===== config.mk =====
export PLATFORM = sky130hd
export DESIGN_NAME = rx_comma_align
export DESIGN_NICKNAME = d
export VERILOG_FILES = /design/src/rtl/rx_comma_align.sv
export SDC_FILE = /design/constraint.sdc
export NUM_CORES = 1
export LEC_CHECK = 0
export CORE_ASPECT_RATIO = 2
export CORE_MARGIN = 4
export CORE_UTILIZATION = 59
export CTS_CLUSTER_SIZE = 25
export DETAILED_ROUTE_END_ITERATION = 6
export GPL_ROUTABILITY_DRIVEN = 0
export HOLD_SLACK_MARGIN = 0.03
export PLACE_DENSITY = 0.84
export SYNTH_ARGS = -nofsm -noshare
export SYNTH_HDL_FRONTEND = slang
export SYNTH_SLANG_ARGS = --single-unit

===== constraint.sdc =====
create_clock -name reloj -period 4.95 [get_ports reloj]
set_input_delay 0.495 -clock reloj [delete_from_list [all_inputs] [get_ports reloj]]
set_output_delay 0.495 -clock reloj [all_outputs]
set_load 0.05 [all_outputs]

===== src/rtl/rx_comma_align.sv =====
// rx_comma_align: serial K28.5 comma aligner.
// Bits arrive LSB first. The incoming bit can be inverted with RXPOL before it
// enters a 10-bit shift register. A phase counter tracks the symbol boundary.
// A three-state FSM hunts for a comma, confirms repeated commas at one phase,
// and then outputs one aligned symbol every ten bits. Misaligned commas seen
// while locked are counted, and enough of them drop the lock.

// Protocol checker for the registered outputs of the aligner.
module rx_comma_align_chk (
    input logic reloj,
    input logic reset_n,
    input logic valid,
    input logic is_comma,
    input logic align_err
);

    // valid is a single-cycle pulse; symbols are at least ten bits apart.
    property p_valid_single;
        @(posedge reloj) disable iff (!reset_n) valid |=> !valid;
    endproperty

    // is_comma only qualifies an output symbol.
    property p_comma_qualified;
        @(posedge reloj) disable iff (!reset_n) is_comma |-> valid;
    endproperty

    // A misaligned comma is by definition never on an output boundary.
    property p_err_off_boundary;
        @(posedge reloj) disable iff (!reset_n) align_err |-> !valid;
    endproperty

    a_valid_single:     assert property (p_valid_single);
    a_comma_qualified:  assert property (p_comma_qualified);
    a_err_off_boundary: assert property (p_err_off_boundary);

endmodule

module rx_comma_align #(
    parameter int LOCK_COMMAS = 3,
    parameter int ERR_LIMIT   = 4
) (
    input  logic       reloj,
    input  logic       reset_n,
    input  logic       data_in,
    input  logic       RXPOL,
    output logic [9:0] data_out,
    output logic       valid,
    output logic       is_comma,
    output logic       locked,
    output logic       align_err
);

    typedef enum logic [1:0] {
        ST_HUNT   = 2'd0,
        ST_CHECK  = 2'd1,
        ST_LOCKED = 2'd2
    } state_t;

    localparam logic [9:0] K28_5_RDN = 10'h17C;
    localparam logic [9:0] K28_5_RDP = 10'h283;
    localparam logic [3:0] SYM_LAST  = 4'd9;
    localparam logic [3:0] LOCK_LIM  = 4'(LOCK_COMMAS);
    localparam logic [3:0] ERR_LIM   = 4'(ERR_LIMIT);

    // Either running-disparity form of K28.5 counts as a comma.
    function automatic logic is_k28_5(input logic [9:0] sym);
        return (sym == K28_5_RDN) || (sym == K28_5_RDP);
    endfunction

    // 4-bit increment that sticks at its maximum instead of wrapping.
    function automatic logic [3:0] sat_inc4(input logic [3:0] v);
        return (v == 4'hF) ? 4'hF : (v + 4'd1);
    endfunction

    state_t     state_r;
    state_t     state_s;
    logic [9:0] sr_r;
    logic [3:0] cnt_r;
    logic [3:0] cnt_s;
    logic [3:0] cnt_adv_s;
    logic [3:0] good_cnt_r;
    logic [3:0] good_cnt_s;
    logic [3:0] good_inc_s;
    logic [3:0] err_cnt_r;
    logic [3:0] err_cnt_s;
    logic [3:0] err_inc_s;
    logic       rx_bit_s;
    logic       comma_hit_s;
    logic       boundary_s;
    logic [9:0] data_out_s;
    logic       valid_s;
    logic       is_comma_s;
    logic       locked_s;
    logic       align_err_s;

    assign rx_bit_s    = data_in ^ RXPOL;
    assign comma_hit_s = is_k28_5(sr_r);
    assign boundary_s  = (cnt_r == 4'd0);
    assign cnt_adv_s   = (cnt_r >= SYM_LAST) ? 4'd0 : (cnt_r + 4'd1);
    assign good_inc_s  = sat_inc4(good_cnt_r);
    assign err_inc_s   = sat_inc4(err_cnt_r);

    // Deserialiser: newest bit enters at the top, so sr_r[0] is the oldest bit.
    always_ff @(posedge reloj) begin
        if (!reset_n) begin
            sr_r <= 10'd0;
        end else begin
            sr_r <= {rx_bit_s, sr_r[9:1]};
        end
    end

    // Registers for the FSM state, its counters and every output.
    always_ff @(posedge reloj) begin
        if (!reset_n) begin
            state_r    <= ST_HUNT;
            cnt_r      <= 4'd0;
            good_cnt_r <= 4'd0;
            err_cnt_r  <= 4'd0;
            data_out   <= 10'd0;
            valid      <= 1'b0;
            is_comma   <= 1'b0;
            locked     <= 1'b0;
            align_err  <= 1'b0;
        end else begin
            state_r    <= state_s;
            cnt_r      <= cnt_s;
            good_cnt_r <= good_cnt_s;
            err_cnt_r  <= err_cnt_s;
            data_out   <= data_out_s;
            valid      <= valid_s;
            is_comma   <= is_comma_s;
            locked     <= locked_s;
            align_err  <= align_err_s;
        end
    end

    // Next-state and next-output logic; an aligned comma (cnt_r == 0) always wins.
    always_comb begin
        state_s     = state_r;
        cnt_s       = cnt_adv_s;
        good_cnt_s  = good_cnt_r;
        err_cnt_s   = err_cnt_r;
        data_out_s  = data_out;
        valid_s     = 1'b0;
        is_comma_s  = 1'b0;
        align_err_s = 1'b0;

        case (state_r)
            ST_HUNT: begin
                if (comma_hit_s) begin
                    state_s    = ST_CHECK;
                    cnt_s      = 4'd1;
                    good_cnt_s = 4'd1;
                end else begin
                    cnt_s = 4'd0;
                end
            end

            ST_CHECK: begin
                if (comma_hit_s && boundary_s) begin
                    good_cnt_s = good_inc_s;
                    if (good_inc_s >= LOCK_LIM) begin
                        state_s   = ST_LOCKED;
                        err_cnt_s = 4'd0;
                    end else begin
                        state_s = ST_CHECK;
                    end
                end else if (comma_hit_s) begin
                    // The comma arrived at another phase: restart confirmation there.
                    cnt_s      = 4'd1;
                    good_cnt_s = 4'd1;
                end else begin
                    good_cnt_s = good_cnt_r;
                end
            end

            ST_LOCKED: begin
                if (boundary_s) begin
                    data_out_s = sr_r;
                    valid_s    = 1'b1;
                    is_comma_s = comma_hit_s;
                    if (comma_hit_s) begin
                        err_cnt_s = 4'd0;
                    end else begin
                        err_cnt_s = err_cnt_r;
                    end
                end else if (comma_hit_s) begin
                    // Keep the current phase until enough misaligned commas accumulate.
                    align_err_s = 1'b1;
                    err_cnt_s   = err_inc_s;
                    if (err_inc_s >= ERR_LIM) begin
                        state_s    = ST_HUNT;
                        cnt_s      = 4'd0;
                        good_cnt_s = 4'd0;
                    end else begin
                        state_s = ST_LOCKED;
                    end
                end else begin
                    err_cnt_s = err_cnt_r;
                end
            end

            default: begin
                state_s    = ST_HUNT;
                cnt_s      = 4'd0;
                good_cnt_s = 4'd0;
                err_cnt_s  = 4'd0;
            end
        endcase

        locked_s = (state_s == ST_LOCKED);
    end

    rx_comma_align_chk u_chk (
        .reloj     (reloj),
        .reset_n   (reset_n),
        .valid     (valid),
        .is_comma  (is_comma),
        .align_err (align_err)
    );

endmodule


Word-level counts from Yosys, hierarchy flattened:

Index checks and enable logic that the tools add are counted.

* register bits after elaboration: 38
* input port bits: 4
* output and inout port bits: 14
* logic and storage cells: 73

* add/subtract/negate cells: 3
* order comparisons: 3
* equality and inequality tests: 12
* mux-type cells: 31
* bitwise logic cells: 4
* reductions and logical operators: 10

Operators by type and width (count)
* $mux 4: 18
* $pmux 4 s3: 3
* $add 4x1->4 const B: 3
* $mux 2: 6
* $eq 10x10->1 const B: 1
* $eq 10x9->1 const B: 1
* $ne 2x2->1 const B: 5
* $eq 4x4->1 const B: 2
* $pmux 2 s3: 1
* $reduce_and 3->1: 2
* $eq 2x2->1 const B: 2
* $ge 4x2->1 const B: 1
* $ge 4x3->1 const B: 1
* $ge 4x4->1 const B: 1
* $logic_not 4->1: 1
* $reduce_and 2->1: 2
* $reduce_and 4->1: 1
* $mux 1: 3
* $not 1->1: 3
* $reduce_or 3->1: 1
* $eq 2x1->1 const B: 1
* $logic_not 2->1: 1
* $logic_and 1x1->1: 1
* $logic_or 1x1->1: 1
* $xor 1x1->1: 1

Depth between registers and ports, before layout:

Gate-level depths: netlist of the first run.

* depth in word-level cells: 8
* depth in mapped cells: 9
* mapped depth without buffers: 8

Least setup slack after synthesis of the first run:

No wires, ideal clock.

* path kind: reg-to-reg
* start point: register cnt_r[0]
* end point: register err_cnt_r[0]
* setup time: 0.066 ns
* arrival: 1.734 ns
* required time: 4.884 ns
* setup slack: 3.150 ns
* cell stages (with the launch flop): 10
* buffers on the path: 1
* clock period less this slack: 1.800 ns
* cells stage by stage: dfxtp_1 > inv_1 > ha_1 > nand2b_1 > or2_1 > buf_6 > a211o_1 > a2bb2oi_2 > a211o_1 > a21boi_2

* word-level cells in the longest chain between the ends: 4
* elaborated cells on any way between the ends: 6
* classes of those cells: eq/ne (1); mux (2); reduce/logical (3)

Ends and longest elaborated chain
* from (decl): RTL line 78 `logic [3:0] cnt_r;`
* from (signal assigned): RTL line 126 `cnt_r <= cnt_s;`
* $logic_not 4->1 *: RTL line 98 `assign boundary_s = (cnt_r == 4'd0);`
* $logic_and 1x1->1: RTL line 160 `if (comma_hit_s && boundary_s) begin`
* $ne 2x2->1 (no line)
* $reduce_and 4->1 (no line)
* to (signal assigned): RTL line 128 `err_cnt_r <= err_cnt_s;`
* to (decl): RTL line 84 `logic [3:0] err_cnt_r;`

Every way passes the cells marked *; elsewhere a longest branch is shown, timed or not.
A chain may end at the register's enable or synchronous reset.

Worst setup path in the final report of the first run:

* start point: register cnt_r[0]
* end point: register good_cnt_r[3]

* word-level cells in the longest chain between the ends: 4
* elaborated cells on any way between the ends: 6
* classes of those cells: eq/ne (1); mux (2); reduce/logical (3)

Ends and longest elaborated chain
* $logic_not 4->1 *: RTL line 98
* $logic_and 1x1->1: RTL line 160
* $mux 4: RTL line 160
* $pmux 4 s3: RTL line 148 `case (state_r)`
* to (signal assigned): RTL line 127 `good_cnt_r <= good_cnt_s;`
* to (decl): RTL line 81 `logic [3:0] good_cnt_r;`

Marked as above.

==> out/qor.txt, run 1 <==
register area share after synthesis -> 0.4393
post-CTS setup buffers -> 0
CTS sink cnt -> 38
WP data required -> 5.19 ns
area share of the largest cell type after synthesis -> 0.4393
Clock transition at path regs -> 0.08 ns
Area contributors post-synth -> dfxtp_1 (44%), a21boi_0 (6.1%), nand2_1 (5.9%)
max cap viols -> 0
yosys warns -> 0
die width -> 46.31 µm
worst-margin pin slew -> 0.9992 ns
commonest non-fill, non-tap cells in the layout -> dfxtp_1 (38), nand2_1 (27), nor2_1 (17), clkdlybuf4s50_1 (17), a21boi_0 (14)
#FFs+latches synth -> 38
H-tree Lvls -> 2
Die ar. -> 3919 µm²
antenna violations before repair -> 0
Final nets -> 218
Mapped Cells -> 191
CTS root buffer -> clkbuf_8
Placement Rows -> 27
total power draw -> 0.6330 mW
WL final -> 3567 µm
R2R Setup Slk -> 2.92 ns
final count of negative-setup-slack endpoints -> 0
routed vias/inst -> 5.967
# diodes -> 0
ANT nets after route -> 0
Final Slew Violations -> 0
worst hold path class -> reg2reg
Rel. slew slack -> 0.3318
layout cells sized above 1 -> 0.09524
most common cell after layout, fill and taps aside -> dfxtp_1
worst reg2reg endpoint -> good_cnt_r[3]
clk_skew -> 0.003526 ns
TNS Setup -> 0 ns
Avg WL per Cell -> 14.92 µm
hold_buf cts -> 0
IO buf count -> 17
die height -> 84.62 µm
vias in the first global route -> 1,464
Layout area overhead -> 17.27%
PwrDens -> 311.7 nW/µm²
clock buffer count from CTS -> 5
gr ovfl total -> 0
# DRC -> 0
Worst Setup Start Kind -> flop
CP Capture Type -> flop
DR pass1 iterations -> 4
Bufs on Longest Clock Path -> 2
Mean Syn Cell Area -> 9.066 µm²
critical path arrival -> 2.26 ns
DRT iter0 DRCs -> 32
Fill cells -> 219
first-pass GRT wire length -> 6106 µm
post-cts gate resize count -> 0
CTS tree -> built
Crit Path Category -> reg2reg
detailed-route via count -> 1,426
RSZ-0062 raised after global routing -> no
Reg2Reg Depth -> 8
hold worst-path end -> data_out[3]
Placeable Area -> 2770 µm²
latest clock arrival within the worst-skew pair -> 0.29 ns
Synth cell types -> 43
most area-hungry cell type in the Yosys netlist -> dfxtp_1
Leak -> 0.7498 nW
Initial Util -> 0.6251
fmax -> 493.2 MHz
largest net degree at the start of global routing -> 36
crit path time final -> 2.027 ns
hold-critical path depth -> 2
Worst Path Max Fanout -> 8
GRT Overall Usage -> 0.2117
worst reg2reg path startpoint -> cnt_r[0]
Post-Syn Nets -> 200
Ports -> 18
Worst VDD drop -> 0.3025 mV
synthesized cell area -> 1732 µm²
final hold violation count -> 0
status -> finished clean
beginning of the worst hold path -> data_out[3]
DP HPWL -> 2608 µm
fin crit share -> 0.4096
==> kinds of logic after synthesis <==
logic type,count (synthesis),share of synthesized area
AND/OR/NAND/NOR,83,0.2507
AO/OA/AOI/OAI,48,0.2153
flip-flops,38,0.4393
buffers and inverters,14,0.04335
adder cells (fa/ha/maj),5,0.03613
XOR/XNOR,3,0.01518
==> layer usage <==
| layer | share of wire | wire, µm | GRT usage |
|---|---|---|---|
| met5 | 0 | 0 | 0 |
| met4 | 0.028 | 100 | 0.1295 |
| met3 | 0.033 | 118 | 0.06009 |
| met2 | 0.59 | 2095 | 0.3769 |
| met1 | 0.35 | 1253 | 0.1912 |
==> synthesized netlist by cell type <==
library cell	number
a211o_1	3
a21boi_0	14
a21boi_2	2
a21o_1	1
a21oi_1	4
a221oi_1	2
a2bb2oi_2	1
a31o_2	1
a31oi_1	2
a41o_1	1
and2_1	10
and2_2	2
and3_1	2
and4b_2	1
buf_6	3
clkbuf_1	3
dfxtp_1	38
ha_1	5
inv_1	8
nand2_1	27
nand2b_1	2
nand3_1	6
nand4_1	3
nand4bb_2	1
nor2_1	17
nor2b_1	3
nor3_1	3
nor3_2	1
nor3b_1	2
nor4b_2	1
nor4bb_1	1
o211a_1	3
o211ai_1	1
o21a_1	2
o21ai_0	6
o21ai_1	1
o21bai_1	1
o221a_2	1
o311a_1	1
o311a_2	1
or2_1	1
xnor2_1	1
xor2_1	2
==> worst max-delay path by stage <==
stage                 startpoint             to  slack (ns)
detailed placement       reset_n       cnt_r[0]        2.74
global placement         reset_n       cnt_r[0]        2.87
global route            cnt_r[0]  good_cnt_r[3]        2.70
floorplan               cnt_r[0]   err_cnt_r[0]        3.15
CTS                 err_cnt_r[0]  good_cnt_r[3]        2.91
finish                  cnt_r[0]  good_cnt_r[3]        2.92
==> worst max-delay path, cell delays in order (launching register included) <==
cell and delay, ns:
dfxtp_1 0.35, inv_1 0.09, ha_1 0.15, nand2b_1 0.07, nor2_1 0.40, a21oi_1 0.12
o21ai_0 0.16, a21boi_0 0.41, o211a_1 0.22
==> layout make-up <==
cell class              instances  area (µm²)  area share
inverters                       8       30.03     0.01479
clock buffers                   5       68.82     0.03389
well taps                      29       36.28     0.01787
repair buffers                 17       170.2     0.08380
clock inverters                 3       68.82     0.03389
flip-flops and latches         38       760.7      0.3746
multi-input cells             139       895.9      0.4412
==> stage by stage <==
stage | hold slack [ns] | utilization | area, µm² | setup WS [ns] | std cells
3_3_place_gp | 0.4540 | 0.6834 | 1893 | 2.868 | 231
3_5_place_dp | 0.4704 | 0.6834 | 1893 | 2.742 | 231
6_report | 0.4725 | 0.7331 | 2031 | 2.923 | 239
4_1_cts | 0.4812 | 0.7331 | 2031 | 2.915 | 239
5_1_grt | 0.5125 | 0.7331 | 2031 | 2.700 | 239
2_1_floorplan | 0.4532 | - | 1732 | 3.150 | 191
==> registers in the layout (all words and copies together) (netlist names) <==
| register | flops |
|---|---|
| good_cnt_r | 4 |
| is_comma | 1 |
| sr_r | 10 |
| align_err | 1 |
| data_out | 10 |
| state_r | 2 |
| valid | 1 |
| cnt_r | 4 |
| locked | 1 |
| err_cnt_r | 4 |
==> power breakdown <==
part | total (mW) | internal (mW) | switching [mW]
registers | 0.309 | 0.307 | 0.00190
clock network | 0.314 | 0.202 | 0.112
logic | 0.0104 | 0.00550 | 0.00486
total | 0.633 | 0.514 | 0.118
Power figures use the tool's default switching activity.
==> run 2: changes to the inputs <==
--- a/config.mk
+++ b/config.mk
@@ -7,12 +7,12 @@
 export LEC_CHECK = 0
 export CORE_ASPECT_RATIO = 2
 export CORE_MARGIN = 4
-export CORE_UTILIZATION = 59
+export CORE_UTILIZATION = 55
 export CTS_CLUSTER_SIZE = 25
 export DETAILED_ROUTE_END_ITERATION = 6
 export GPL_ROUTABILITY_DRIVEN = 0
 export HOLD_SLACK_MARGIN = 0.03
-export PLACE_DENSITY = 0.84
+export PLACE_DENSITY = 0.79
 export SYNTH_ARGS = -nofsm -noshare
 export SYNTH_HDL_FRONTEND = slang
 export SYNTH_SLANG_ARGS = --single-unit
==> constraint.sdc (replaced) <==
create_clock -name reloj -period 1.9 [get_ports reloj]
set_input_delay 0.19 -clock reloj [delete_from_list [all_inputs] [get_ports reloj]]
set_output_delay 0.19 -clock reloj [all_outputs]
set_load 0.05 [all_outputs]
==> out/qor.txt, run 2 (same netlist as run 1, synthesis figures left out) <==
fmax -> 527.5 MHz (was 493.2 MHz)
CP max stage delay -> 0.39 ns (was 0.41 ns)
layout cells sized above 1 -> 0.2115 (was 0.09524)
fin crit share -> 0.9978 (was 0.4096)
Worst VDD drop -> 0.5483 mV (was 0.3025 mV)
hold-critical path depth -> 2 (unchanged)
vias in the first global route -> 1,518 (was 1,464)
CTS sink cnt -> 38 (unchanged)
clock buffer count from CTS -> 5 (unchanged)
DRT iter0 DRCs -> 48 (was 32)
hold_buf cts -> 0 (unchanged)
Final Slew Violations -> 0 (unchanged)
WP data required -> 2.13 ns (was 5.19 ns)
clk_skew -> 0.004197 ns (was 0.003526 ns)
DR pass1 iterations -> 4 (unchanged)
Placeable Area -> 2978 µm² (was 2770 µm²)
total power draw -> 1.358 mW (was 0.6330 mW)
cell family with most CP delay -> compound AO/OA/AOI/OAI gates (unchanged)
Final WS setup -> 0.004214 ns (was 2.923 ns)
Avg WL per Cell -> 15.92 µm (was 14.92 µm)
final count of negative-setup-slack endpoints -> 0 (unchanged)
first-pass GRT wire length -> 6686 µm (was 6106 µm)
Bufs on Longest Clock Path -> 2 (unchanged)
PwrDens -> 626.9 nW/µm² (was 311.7 nW/µm²)
Die ar. -> 4164 µm² (was 3919 µm²)
Place WS -> -0.004222 ns (was 2.742 ns)
Reg2Reg Depth -> 6 (was 8)
routed vias/inst -> 5.977 (was 5.967)
Ports -> 18 (unchanged)
R2R Setup Slk -> 0.004 ns (was 2.92 ns)
GRT Overall Usage -> 0.2243 (was 0.2117)
CTS tree -> built (unchanged)
Layout area overhead -> 25.07% (was 17.27%)
gr ovfl total -> 0 (unchanged)
Initial Util -> 0.5815 (was 0.6251)
Final nets -> 236 (was 218)
crit path time final -> 1.896 ns (was 2.027 ns)
CP Cell Sequence -> and4b_2, nand4_1, a211o_1, a2bb2oi_4, a211o_1, a21boi_2 (was inv_1, ha_1, nand2b_1, nor2_1, a21oi_1, o21ai_0, a21boi_0, o211a_1)
# DRC -> 0 (unchanged)
RSZ-0062 raised after global routing -> yes (was no)
latest clock arrival within the worst-skew pair -> 0.29 ns (about the same)
Crit Path Category -> reg2reg (unchanged)
final hold violation count -> 0 (unchanged)
max cap viols -> 0 (unchanged)
critical path depth -> 6 (was 8)
die height -> 87.35 µm (was 84.62 µm)
Leak -> 0.8228 nW (was 0.7498 nW)
biggest regs -> data_out x10, sr_r x10 (unchanged)
DP HPWL -> 2929 µm (was 2608 µm)
die width -> 47.68 µm (was 46.31 µm)
Clock transition at path regs -> 0.07 ns (was 0.08 ns)
TNS Setup -> 0 ns (unchanged)
critical path arrival -> 2.12 ns (was 2.26 ns)
largest net degree at the start of global routing -> 19 (was 36)
most common cell after layout, fill and taps aside -> dfxtp_1 (unchanged)
worst hold path class -> reg2reg (unchanged)
CTS root buffer -> clkbuf_8 (unchanged)
CP Capture Type -> flop (unchanged)
Worst path slowest cell -> a211o_1 (was a21boi_0)
ANT nets after route -> 0 (unchanged)
H-tree Lvls -> 2 (unchanged)
antenna violations before repair -> 0 (unchanged)
Crit path top cell by count -> a211o_1
WL final -> 4091 µm (was 3567 µm)
CP Buf/Inv Count -> 0 (was 1)
# diodes -> 0 (unchanged)
Placement Rows -> 28 (was 27)
IO buf count -> 17 (unchanged)
worst-margin pin slew -> 0.5364 ns (was 0.9992 ns)
Worst Path Max Fanout -> 7 (was 8)
commonest non-fill, non-tap cells in the layout -> dfxtp_1 (33), nand2_1 (27), buf_4 (18) (was dfxtp_1 (38), nand2_1 (27), nor2_1 (17), clkdlybuf4s50_1 (17), a21boi_0 (14))
Rel. slew slack -> 0.6413 (was 0.3318)
detailed-route via count -> 1,536 (was 1,426)
status -> finished clean (unchanged)
Worst Setup Start Kind -> flop (unchanged)
run 2: cell types whose count changed in the layout (fill, tap and decap cells not counted), moves of 2 or more:
cell and change:
clkinv_2 +2, buf_4 +18, bufinv_16 -2, a221oi_1 -2, a221oi_2 +2, dfxtp_2 +5, ha_2 +2, ha_1 -2
dfxtp_1 -5
run 2: metal layers:
metal,global-route usage,share of wire
met3,0.03727,0.034
met2,0.4218,0.59
met4,0.1176,0.043
met1,0.2075,0.34
met5,0,0
run 2: power breakdown:
group,switching (mW),internal (mW)
Clock,0.273,0.246
Sequential,0.00650,0.801
Combinational,0.0145,0.0173
run 2: cell type report:
| type | instances | area [µm²] |
|---|---|---|
| multi-input combinational | 139 | 947.2 |
| fill | 235 | 812.0 |
| sequential | 38 | 767.0 |
| timing repair buffer | 35 | 305.3 |
| clock buffer | 5 | 68.82 |
| tap | 30 | 37.54 |
| inverter | 8 | 30.03 |
| clock inverter | 2 | 10.01 |
run 2: path summary, 6_finish.rpt:
path / start / to
worst max-delay path: sr_r[9] / err_cnt_r[0]
worst min-delay path: data_out[4] / data_out[4]
worst max register to register: sr_r[9] / err_cnt_r[0]
worst min register to register: data_out[4] / data_out[4]
run 2: metrics by stage:
| stage | hold slack (ns) | area [µm²] | utilization | instances |
|---|---|---|---|---|
| 2_1_floorplan | 0.3384 | 1732 | - | 191 |
| 3_3_place_gp | 0.4487 | 1992 | 0.6689 | 245 |
| 3_5_place_dp | 0.4564 | 1992 | 0.6689 | 245 |
| 4_1_cts | 0.4664 | 2106 | 0.7071 | 255 |
| 5_1_grt | 0.4863 | 2166 | 0.7273 | 257 |
| 6_report | 0.4606 | 2166 | 0.7273 | 257 |
run 2: tightest hold or removal path, stage by stage (launching register included):
cell      delay, ns
dfxtp_1        0.31
nand2_1        0.04
a21boi_0       0.06
run 2: repair_timing:
| action | 4_1_cts | 5_1_grt |
|---|---|---|
| buffers inserted | 3 | 2 |
| setup endpoints to repair | 3 | 11 |
| pin swaps | 3 | 5 |
| gates resized for setup | 2 | 12 |
